File: src/rtl/wave_gen_dds.sv
// Phase-accumulator (DDS) waveform generator: eight wave shapes, duty and amplitude
// control, configuration latched only at period boundaries, two-stage registered output.
module wave_gen_dds #(
  parameter int          OUT_W     = 8,
  parameter int          ACC_W     = 16,
  parameter logic [15:0] LFSR_SEED = 16'hACE1
) (
  input  logic             clk,
  input  logic             rst,
  input  logic             en,
  input  logic [2:0]       sel,
  input  logic [ACC_W-1:0] ftw,
  input  logic [OUT_W-1:0] duty,
  input  logic [OUT_W-1:0] amp,
  output logic [OUT_W-1:0] out,
  output logic             out_valid,
  output logic             wrap,
  output logic             state_dbg
);

  localparam int              PW         = 2 * OUT_W + 1;
  localparam logic [OUT_W-1:0] M          = '1;
  localparam logic [OUT_W-1:0] STAIR_MASK = {OUT_W{1'b1}} << (OUT_W - 4);

  typedef enum logic {IDLE = 1'b0, RUN = 1'b1} state_t;

  state_t state, state_next;

  logic [ACC_W-1:0] acc, acc_sum;
  logic             carry;
  logic [OUT_W-1:0] stage1, wave, tri_t, p;
  logic             stage1_valid;
  logic [15:0]      lfsr, lfsr_next;
  logic [PW-1:0]    prod;

  logic [2:0]       sel_a;
  logic [ACC_W-1:0] ftw_a;
  logic [OUT_W-1:0] duty_a, amp_a;

  logic step, load_shadow;

  assign state_dbg = (state == RUN);

  always_ff @(posedge clk) begin
    if (rst) state <= IDLE;
    else     state <= state_next;
  end

  // Shadows track the inputs while idle; once running they only reload on a carry
  // (or every step when ftw_a is zero, so a stalled generator can be retuned).
  always_comb begin
    state_next  = state;
    step        = 1'b0;
    load_shadow = 1'b0;
    case (state)
      IDLE: begin
        load_shadow = 1'b1;
        if (en) state_next = RUN;
      end
      RUN: begin
        step        = en;
        load_shadow = en && (carry || (ftw_a == '0));
      end
      default: state_next = IDLE;
    endcase
  end

  always_comb begin
    {carry, acc_sum} = {1'b0, acc} + {1'b0, ftw_a};
    p         = acc[ACC_W-1 -: OUT_W];
    tri_t     = {p[OUT_W-2:0], 1'b0};
    lfsr_next = {lfsr[14:0], lfsr[15] ^ lfsr[13] ^ lfsr[12] ^ lfsr[10]};
    prod      = PW'(stage1) * (PW'(amp_a) + PW'(1));
    wave      = '0;
    case (sel_a)
      3'd0: wave = p[OUT_W-1] ? '0 : M;
      3'd1: wave = p;
      3'd2: wave = M - p;
      3'd3: wave = p[OUT_W-1] ? (M - tri_t) : tri_t;
      3'd4: wave = (p < duty_a) ? M : '0;
      3'd5: wave = lfsr[OUT_W-1:0];
      3'd6: wave = p & STAIR_MASK;
      3'd7: wave = duty_a;
      default: wave = '0;
    endcase
  end

  always_ff @(posedge clk) begin
    if (rst) begin
      acc          <= '0;
      stage1       <= '0;
      stage1_valid <= 1'b0;
      out          <= '0;
      out_valid    <= 1'b0;
      wrap         <= 1'b0;
      lfsr         <= LFSR_SEED;
      sel_a        <= '0;
      ftw_a        <= '0;
      duty_a       <= '0;
      amp_a        <= '0;
    end else begin
      wrap <= 1'b0;
      if (load_shadow) begin
        sel_a  <= sel;
        ftw_a  <= ftw;
        duty_a <= duty;
        amp_a  <= amp;
      end
      if (step) begin
        acc          <= acc_sum;
        stage1       <= wave;
        stage1_valid <= 1'b1;
        out          <= OUT_W'(prod >> OUT_W);
        out_valid    <= stage1_valid;
        wrap         <= carry;
        if (carry) lfsr <= lfsr_next;
      end
    end
  end

endmodule

File: config.mk
export PLATFORM = sky130hd
export DESIGN_NAME = wave_gen_dds
export DESIGN_NICKNAME = d
export VERILOG_FILES = /design/src/rtl/wave_gen_dds.sv
export SDC_FILE = /design/constraint.sdc
export NUM_CORES = 1
export LEC_CHECK = 0
export ABC_AREA = 0
export CAP_MARGIN = 20
export CORE_AREA = 2 2 153 155
export DETAILED_ROUTE_END_ITERATION = 8
export DIE_AREA = 0 0 155 157
export PLACE_DENSITY_LB_ADDON = 0.1
export SYNTH_ARGS = -nofsm -noshare
export SYNTH_HDL_FRONTEND = slang
export SYNTH_SLANG_ARGS = --single-unit
File: constraint.sdc
create_clock -name clk -period 9.54 [get_ports clk]
set_input_delay 0.954 -clock clk [delete_from_list [all_inputs] [get_ports clk]]
set_output_delay 0.954 -clock clk [all_outputs]
set_load 0.02 [all_outputs]
Word level (Yosys, flattened, before mapping):

Cells that the tools add are included.
Widths: inputs -> output; s select.

* reductions and logical operators: 6
* add/sub/neg operators: 4
* muxes and demuxes: 8
* multipliers: 1
* bitwise operators: 5
* equal/unequal tests: 7
* magnitude comparators: 1

Operator list (count)
* $pmux 8 s8: 1
* $mux 8: 3
* $add 16x16->17: 1
* $logic_not 16->1: 1
* $mul 8x9->16: 1
* $sub 8x8->8 const A: 2
* $eq 3x3->1 const B: 4
* $add 8x1->9 const B: 1
* $lt 8x8->1: 1
* $eq 3x2->1 const B: 2
* $eq 3x1->1 const B: 1
* $logic_not 3->1: 1
* $mux 1: 3
* $xor 1x1->1: 3
* $not 1->1: 2
* $pmux 1 s2: 1
* $reduce_and 2->1: 1
* $reduce_or 2->1: 1
* $logic_and 1x1->1: 1
* $logic_or 1x1->1: 1

* input bits: 38
* logic and storage cells: 44
* register bits: 87
* output and inout port bits: 11

Depth between registers and ports, before layout:

Gate-level depths: netlist (run 1).

* depth in word-level cells: 4
* gate-level depth with buffers: 19
* mapped depth without buffers: 18

Worst setup path before layout (run 1):

OpenSTA, ideal clock, no wires.

* path type: reg2reg
* start: register amp_a[2]
* end: register out[4]
* slack: 4.775 ns
* setup time: 0.125 ns
* data arrival time: 4.641 ns
* path buffers: 0
* required time: 9.415 ns
* period minus slack after synthesis: 4.765 ns
* cell stages (with the launch flop): 19
* path through: dfxtp_1 nand3_1 nor2_1 nand3_1 xor2_1 nor2b_1 fa_1 fa_1 fa_1 inv_1 fa_1 inv_1 ha_1 a21o_1 a21oi_1 inv_1 a221oi_1 xor2_1 o21ai_0

* word-level cells in the longest chain between the ends: 2

Ends and longest elaborated chain
* start, declared: line 38 `logic [OUT_W-1:0] duty_a, amp_a;`
* start signal, assigned: line 107 `amp_a <= amp;`
* $add 8x1->9: line 73 `prod = PW'(stage1) * (PW'(amp_a) + PW'(1));`
* $mul 8x9->16: line 73
* end signal, assigned: line 113 `out <= OUT_W'(prod >> OUT_W);`
* end, declared: line 15 `output logic [OUT_W-1:0] out,`

No other way between the ends.
A chain may end at the register's enable or synchronous reset.

Worst setup path after layout (run 1):

* start: register amp_a[0]
* end: register out[4]

The elaborated chain is that of the path after synthesis.

==> impl_metrics.ini, run 1 <==
[outcome]
status = finished, final reports clean

[power]
power_uw = 978
ir_worst_vdd_mv = 0.0708
pwr_density_cell_nw_per_um2 = 126
p_leak_nw = 3.37

[synthesis]
syn_nets = 911
synth_cell_types = 53
seq_area_frac_synth = 0.258
ys_async_sr_fraction = 0
yosys_warnings = 0
synth_top_area_share = 0.258
ys_seq_elements = 87
synthTopCellsByArea = dfxtp_1 26%, fa_1 12%, ha_1 10%
synth_area_um2 = 6740
syn_area_per_cell_um2 = 8.69
synth-main-ff-cell = dfxtp_1
synth_cells = 776
yosysTopAreaCell = dfxtp_1
synth_edf_count = 0

[floorplan]
core_area_um2 = 22500
die_height_um = 157
num_rows = 55
io_pins = 49
fp.dieW_um = 155
die-area_um2 = 24300
initial_core_util = 0.300

[worst_setup_path]
r2r_start = amp_a[0]
cp_data_required_time_ps = 9770
crit_arrival_ps = 5670
startpoint = amp_a[0]
path_max_fanout = 11
crit_type = flop to flop
worstSetupStartpointType = flop
end_kind = flop

[detailed_routing]
drt-pass1-iter-count = 4
drcViolationCount = 0
antenna_left = 0
dr_total_vias = 5355
drt_wl_total_um = 16400
avgViaCountPerCell = 4.88
post_drt_wl_per_cell_um = 15.0
first_iter_violations = 250

[grt]
grt_pass1_wl_um = 28400
grt_pass1_vias = 5587
track_usage = 0.144
grt_overflow = 0
grt_max_degree = 62
antenna_found_initial = 0

[clock_network]
clk_latency_ps = 360
cts_buffers = 9
hold_buffers = 0
tritoncts = yes
clk_pin_slew_worst_paths_ps = 70
clk_path_buf_depth = 2
cts-root-buf = clkbuf_16
cts.htree.levels = 3
cts.sinks = 87
cts_resized = 0
post_cts_buffers = 0

[sta]
finalSetupViolCount = 0
finClkSkew_ps = 11.0
period_share = 0.570
max_slew_margin = 0.442
rsz0062_at_grt = false
hold_viol = 0
slew_violations = 0
min_period_ps = 5440
setup_tns_ps = 0
tightest_slew_ps = 816
fmax_mhz = 184

[placed_design]
io_buffers = 48
place_hpwl_um = 12300
gp_congestion = 0.774

[worst_hold_path]
hold_class = flop to flop
min_from = acc[4]

[cells_and_area]
drive_above_1_share = 0.0443
layout_commonest_cell = dfxtp_1
final_cell_mix = 87 x dfxtp_1, 73 x nor2_1, 60 x inv_1, 56 x nand2_1, 56 x ha_1
area_growth_pct = 15.0
final.fill_count = 2293
diodes = 0
ff_latch_area_um2 = 1740
nets = 942
multi_input_area_um2 = 4600

[flow_run]
maxCapViolations = 0
## metrics by stage
stage / cells / instance area, um2 / hold WS, ps / utilization / worst slack (ps)
final: 1097 / 7750 / 458 / 0.345 / 4100
after CTS: 1097 / 7750 / 460 / 0.345 / 4100
after global routing: 1097 / 7750 / 472 / 0.345 / 3760
after global placement: 1081 / 7440 / 441 / 0.331 / 4330
after detailed placement: 1081 / 7440 / 450 / 0.331 / 4120
after floorplan: 776 / 6740 / 432 / - / 4770
## synthesized netlist by cell type, drive strengths merged, types with 2 or more instances
library cell  number
o21ai             44
a21o               9
buf               11
nand4              2
and2              20
nor4               6
o21a               6
a221oi             2
nand2             57
nor2b             38
o311ai             3
and3               6
a21oi             39
xnor2             21
xor2              10
a22o               2
or3                2
clkbuf            23
ha                56
inv               60
nand3             30
o21bai             4
nor3               9
a31oi             15
mux2               5
nand2b            15
a211o              4
o211ai             6
nor2              74
a211oi             3
dfxtp             87
nand4b             2
mux2i             54
fa                41
## sequential cells by signal, summed over array words and instances, names as in the netlist
register and flops:
out 8, wrap 1, acc 16, duty_a 8, out_valid 1, state_dbg 1
stage1 8, ftw_a 16, stage1_valid 1, amp_a 8, sel_a 3, lfsr 16
## worst max-delay path: stages, from the launching register on
cell and delay [ps]:
dfxtp_1 530, ha_1 270, nand3_1 110, xor2_1 530, nor2b_1 130, fa_1 490, fa_1 530, fa_1 540
inv_1 50, fa_1 530, inv_1 40, ha_1 350, a21o_1 170, a21oi_1 350, inv_1 80, a221oi_1 350
xor2_1 170, o21ai_0 80
## layout make-up
| cell class | instances | area share |
|---|---|---|
| multi-input cells | 595 | 0.593 |
| flip-flops and latches | 87 | 0.225 |
| repair buffers | 54 | 0.0671 |
| well taps | 285 | 0.0460 |
| clock buffers | 10 | 0.0308 |
| inverters | 60 | 0.0291 |
| clock inverters | 6 | 0.00936 |
## cell families after synthesis
logic type | share of synthesized area
AO/OA/AOI/OAI | 0.132
XOR/XNOR | 0.0403
adder cells (fa/ha/maj) | 0.226
buffers and inverters | 0.0637
flip-flops | 0.258
multiplexers | 0.0885
AND/OR/NAND/NOR | 0.191
## final timing paths
kind | slack (ps) | end | cells after the start
max | 4100 | out[4] | 17
min | 460 | acc[4] | 2
max reg2reg | 4100 | out[4] | 17
min reg2reg | 460 | acc[4] | 2
## report_power, final
part	internal (mW)	switching (mW)	total, mW	leakage [nW]
Sequential	0.382	0.0307	0.413	0.712
Clock	0.214	0.160	0.374	0.151
Combinational	0.0882	0.103	0.191	2.51
## per-layer routing
layer	wire length, um	global-route usage	vias to the layer above
met1	7850	0.185	2568
met3	293	0.0198	11
met2	8010	0.249	63
met5	0	0	-
li1	-	-	2713
met4	277	0.0467	0
(Power assumes the default switching activity.)
==> run 2, diff against run 1 <==
- clock period: 9.54 -> 4.9 ns (I/O delays scaled with it)
==> run 2 against run 1 <==
Setup slack got worse by 3900 ps. Largest power group unchanged. Via count is 1.5% higher. Clock power rose by 79%. Register-to-register slack lost 3900 ps. Worst hold slack worse by 1.1 ps. Utilization is 1.2 points higher. Maximum frequency grew 16%. Count of clock-buffer cells in the layout unchanged. Global-route usage down 0.16 points. Die area stayed put. Cell area up 3.5%.
==> impl_metrics.ini, run 2 (synthesized netlist as in run 1, its figures left out) <==
[grt]
grt_pass1_vias = 5606
grt_overflow = 0
antenna_found_initial = 0
grt_max_degree = 62
track_usage = 0.142
grt_pass1_wl_um = 28000

[floorplan]
num_rows = 55
initial_core_util = 0.300
die-area_um2 = 24300
die_height_um = 157
fp.dieW_um = 155
core_area_um2 = 22500
io_pins = 49

[clock_network]
clk_latency_ps = 340
tritoncts = yes
cts.htree.levels = 3
clk_path_buf_depth = 2
clk_pin_slew_worst_paths_ps = 70
hold_buffers = 0
cts.sinks = 87
cts-root-buf = clkbuf_16
cts_buffers = 9

[sta]
fmax_mhz = 213
whs_ps = 457
finalSetupViolCount = 0
min_period_ps = 4680
hold_viol = 0
period_share = 0.956
max_slew_margin = 0.368
tightest_slew_ps = 947
finClkSkew_ps = 9.65
slew_violations = 0
setup_tns_ps = 0

[detailed_routing]
dr_total_vias = 5434
avgViaCountPerCell = 4.86
drt_wl_total_um = 16600
first_iter_violations = 260
drcViolationCount = 0
drt-pass1-iter-count = 4
post_drt_wl_per_cell_um = 14.8
antenna_left = 0

[placed_design]
place_hpwl_um = 12500
io_buffers = 48
place_area_um2 = 7590
place_inst = 1101
gp_congestion = 0.815

[worst_hold_path]
holdPathStages = 2
hold_class = flop to flop

[cells_and_area]
final.fill_count = 2274
final_cell_mix = 84 x dfxtp_1, 71 x nor2_1, 60 x inv_1, 56 x nand2_1
instances_no_fill = 1118
nets = 963
largest_registers = acc x16, ftw_a x16, lfsr x16
ff_latch_area_um2 = 1750
area_growth_pct = 19.0
fin_area_um2 = 8020
drive_above_1_share = 0.0924
multi_input_area_um2 = 4730
diodes = 0
layout_commonest_cell = dfxtp_1
final_core_util = 0.356

[flow_run]
maxCapViolations = 0

[power]
internal-power_mw = 1.30
p_leak_nw = 3.48
power_frac_seq = 0.426
pwr_density_cell_nw_per_um2 = 234
p_switching_uw = 577
power_frac_clock = 0.357
ir_worst_vdd_mv = 0.133
pwr-share-comb = 0.217
switching_share = 0.308

[outcome]
status = finished, final reports clean

[worst_setup_path]
r2r_setup_slack_ps = 220
rr_worst_depth = 20
cp_data_required_time_ps = 5130
path_max_fanout = 4
end_kind = flop
worstSetupStartpointType = flop
crit_type = flop to flop
crit_arrival_ps = 4910
run 2: changes by cell type in the layout (fill, tap and decap cells not counted), moves of 3 or more:
| cell | before | now |
|---|---|---|
| xor2_2 | 0 | 3 |
| dfxtp_2 | 0 | 3 |
| xor2_1 | 10 | 6 |
| dfxtp_1 | 87 | 84 |
| buf_4 | 6 | 27 |
run 2: timing repair:
action / in CTS / in global routing
setup buffers: 0 / 1
gates resized for setup: 3 / 22
pin swaps: 0 / 4
hold endpoints to repair: 0 / 0
setup endpoints to repair: 7 / 7
run 2: power groups by stage:
stage | sequential [mW] | clock, mW | combinational (mW)
6_report | 0.800 | 0.670 | 0.407
3_3_place_gp | 0.813 | 0 | 0.395
4_1_cts | 0.797 | 0.695 | 0.405
2_1_floorplan | 0.788 | 0 | 0.294
3_5_place_dp | 0.813 | 0 | 0.400
5_1_grt | 0.806 | 0.722 | 0.461
run 2: cell type report:
class	count	share of cell area
clock inverters	6	0.00624
repair buffers	75	0.0845
multi-input cells	595	0.589
inverters	60	0.0281
well taps	285	0.0445
flip-flops and latches	87	0.218
clock buffers	10	0.0298
run 2: routing by layer:
layer | routed length, um | global-route usage | vias up
met5 | 0 | 0 | -
met4 | 259 | 0.0423 | 0
met3 | 273 | 0.0149 | 14
met2 | 8050 | 0.254 | 60
met1 | 8010 | 0.181 | 2615
li1 | - | - | 2745
run 2: final timing paths:
| kind | from | endpoint |
|---|---|---|
| worst max-delay path | amp_a[0] | out[5] |
| worst min-delay path | acc[5] | acc[5] |
| worst max register to register | amp_a[0] | out[5] |
| worst min register to register | acc[5] | acc[5] |
run 2: per-stage QoR:
step                      power (mW)  setup WS [ps]
after global placement          1.21          -57.0
after floorplan                 1.08            135
after global routing            1.99          -30.6
after detailed placement        1.21           -230
final                           1.88            215
after CTS                       1.90           13.8
run 2: worst max-delay path, cell delays in order, from the launching register on:
cell and delay [ps]:
dfxtp_2 360, buf_4 130, nand2_1 80, nor2_4 150, nand3_1 130, xor2_2 180, nor2b_1 160, fa_1 440
fa_1 470, fa_1 560, inv_1 60, fa_1 520, inv_1 40, ha_1 300, a21o_1 190, a21oi_4 160
buf_4 140, nor2_1 30, a211o_1 270, xnor2_1 130, o21ai_0 80
==> run 3, diff against run 2 <==
- ABC_AREA: 0 -> 1
- CORE_AREA: 2 2 153 155 -> 2 2 159 161
- DIE_AREA: 0 0 155 157 -> 0 0 161 163
- PLACE_DENSITY_LB_ADDON: 0.1 -> 0.3
- clock period: 4.9 -> 4.4 ns (I/O delays scaled with it)
==> run 3 against run 2 <==
Setup slack got worse by 170 ps. Wire length increased by 10%. Via count increased by 22%. Global-route usage about the same. Synthesized cell count increased by 36%. Utilization increased by 0.69 points. Clock skew increased by 1.8 ps. Combinational power increased by 67%. Total power increased by 25%. Critical path depth increased by 1. First-iteration DRC count increased by 30%. Critical path type unchanged.
==> impl_metrics.ini, run 3 <==
[sta]
slew_violations = 0
period_share = 0.990
fin_ws_ps = 44.2
finalSetupViolCount = 0
whs_ps = 455
rsz0062_at_grt = true
max_slew_margin = 0.534
min_period_ps = 4360
finClkSkew_ps = 11.4
tightest_slew_ps = 699
fmax_mhz = 230
hold_viol = 0

[floorplan]
fp.dieW_um = 161
core_area_um2 = 24700
die_height_um = 163
io_pins = 49
initial_core_util = 0.293
die-area_um2 = 26200
num_rows = 58

[clock_network]
cts_buffers = 9
cts.sinks = 87
clk_latency_ps = 360
clk_pin_slew_worst_paths_ps = 80
tritoncts = yes
cts-root-buf = clkbuf_16
hold_buffers = 0
clk_path_buf_depth = 2
cts.htree.levels = 3

[worst_setup_path]
end_kind = flop
worstSetupStartpointType = flop
reg2reg_to = out[6]
r2r_setup_slack_ps = 40
cp_data_required_time_ps = 4660
crit_type = flop to flop
rr_worst_depth = 21
r2r_start = amp_a[1]
path_max_fanout = 5
crit_arrival_ps = 4620

[worst_hold_path]
min_from = lfsr[14]
holdPathStages = 2
whs_endpoint = lfsr[14]
hold_class = flop to flop

[detailed_routing]
dr_total_vias = 6654
avgViaCountPerCell = 4.55
post_drt_wl_per_cell_um = 12.5
drcViolationCount = 0
drt-pass1-iter-count = 5
antenna_left = 0
first_iter_violations = 338
drt_wl_total_um = 18300

[cells_and_area]
area_growth_pct = 24.1
nets = 1262
drive_above_1_share = 0.133
fin_area_um2 = 8960
diodes = 0
final_cell_mix = 187 x nand2_1, 167 x inv_1, 144 x nor2_1, 87 x nand3_1, 87 x a21oi_1
layout_commonest_cell = nand2_1
largest_registers = acc x16, ftw_a x16, lfsr x16

[placed_design]
place_hpwl_um = 13700
pre_cts_ws_ps = -221
io_buffers = 48
gp_congestion = 0.848
place_area_um2 = 8180

[synthesis]
seq_area_frac_synth = 0.241
yosysTopAreaCell = dfxtp_1
synthTopCellsByArea = dfxtp_1 24%, fa_1 11%, nand2_1 10%
synth_cell_types = 39
synth_edf_count = 0
ys_seq_elements = 87
syn_nets = 1188
netlist_top_cells_count = 199 x nand2_1, 174 x inv_1, 164 x nor2_1
syn_area_per_cell_um2 = 6.86
synth_cells = 1053
ys_async_sr_fraction = 0
synth-main-ff-cell = dfxtp_1
synth_top_area_share = 0.241
yosys_warnings = 0
synth_area_um2 = 7230
synth.most_common_cell = nand2_1

[power]
ir_worst_vdd_mv = 0.184
power_mw = 2.34
p_leak_nw = 4.42
internal-power_mw = 1.53
power_frac_clock = 0.333
power_frac_seq = 0.376
pwr-share-comb = 0.291
p_switching_uw = 810
pwr_density_cell_nw_per_um2 = 261
switching_share = 0.346

[flow_run]
maxCapViolations = 0

[grt]
grt_max_degree = 73
grt_pass1_vias = 6396
track_usage = 0.142
antenna_found_initial = 0
grt_pass1_wl_um = 30700
grt_overflow = 0

[outcome]
status = finished, final reports clean
[run 3: kinds of logic after synthesis]
family          synth area share
simple gates               0.274
compound gates             0.119
xor+xnor                  0.0289
flops                      0.241
buf+inv                    0.126
fa+ha+maj                  0.211
[run 3: per-layer routing]
layer	part of all wire	up-vias	track usage
met5	0	-	0
met4	0.015	0	0.0386
met2	0.49	89	0.242
met1	0.47	3075	0.190
li1	-	3470	-
met3	0.022	20	0.0173
[run 3: repair_timing]
action | 4_1_cts | 5_1_grt
pin swaps | 11 | 52
gates resized for setup | 28 | 63
setup buffers | 7 | 5
setup endpoints to repair | 7 | 8
[run 3: cell type report]
cell class	instances	area [um2]
Tap cell	330	413
Timing Repair Buffer	97	860
Sequential cell	87	1750
Inverter	177	664
Clock buffer	9	225
Fill cell	2667	15700
Multi-Input combinational cell	755	4970
Clock inverter	7	77.6
[run 3: worst max-delay path: stages, from the launching register on]
cell and delay, ps:
dfxtp_4 360, ha_4 170, buf_4 130, xor2_2 150, inv_2 90, buf_4 140, nor2_1 60, fa_2 390
fa_1 540, inv_1 50, fa_1 470, inv_1 60, fa_1 530, ha_4 310, nand2_2 50, buf_4 140
nor4_4 260, nand2_1 90, nand3_1 80, nand3_1 60, nand2_1 80, inv_1 30
[run 3: worst max path at each step]
stage	slack [ps]	startpoint	end	cells after the start
after detailed placement	-220	amp_a[1]	out[6]	21
after CTS	-20	amp_a[0]	out[7]	21
after global routing	-140	amp_a[2]	out[3]	23
final	40	amp_a[1]	out[6]	21
after global placement	-150	amp_a[1]	out[5]	22
after floorplan	10	amp_a[0]	out[5]	22
[run 3: stage by stage]
step	TNS, ps	std cells	util
5_1_grt	-643	1462	0.363
4_1_cts	-30.7	1457	0.351
6_report	0	1462	0.363
3_5_place_dp	-1250	1434	0.331
2_1_floorplan	0	1053	-
3_3_place_gp	-620	1434	0.331
[run 3: power by group through the flow]
stage | clock network [mW] | registers, mW | logic (mW)
floorplan | 0 | 0.892 | 0.414
global placement | 0 | 0.897 | 0.597
detailed placement | 0 | 0.897 | 0.600
CTS | 0.809 | 0.879 | 0.630
global route | 0.839 | 0.888 | 0.771
finish | 0.780 | 0.881 | 0.681
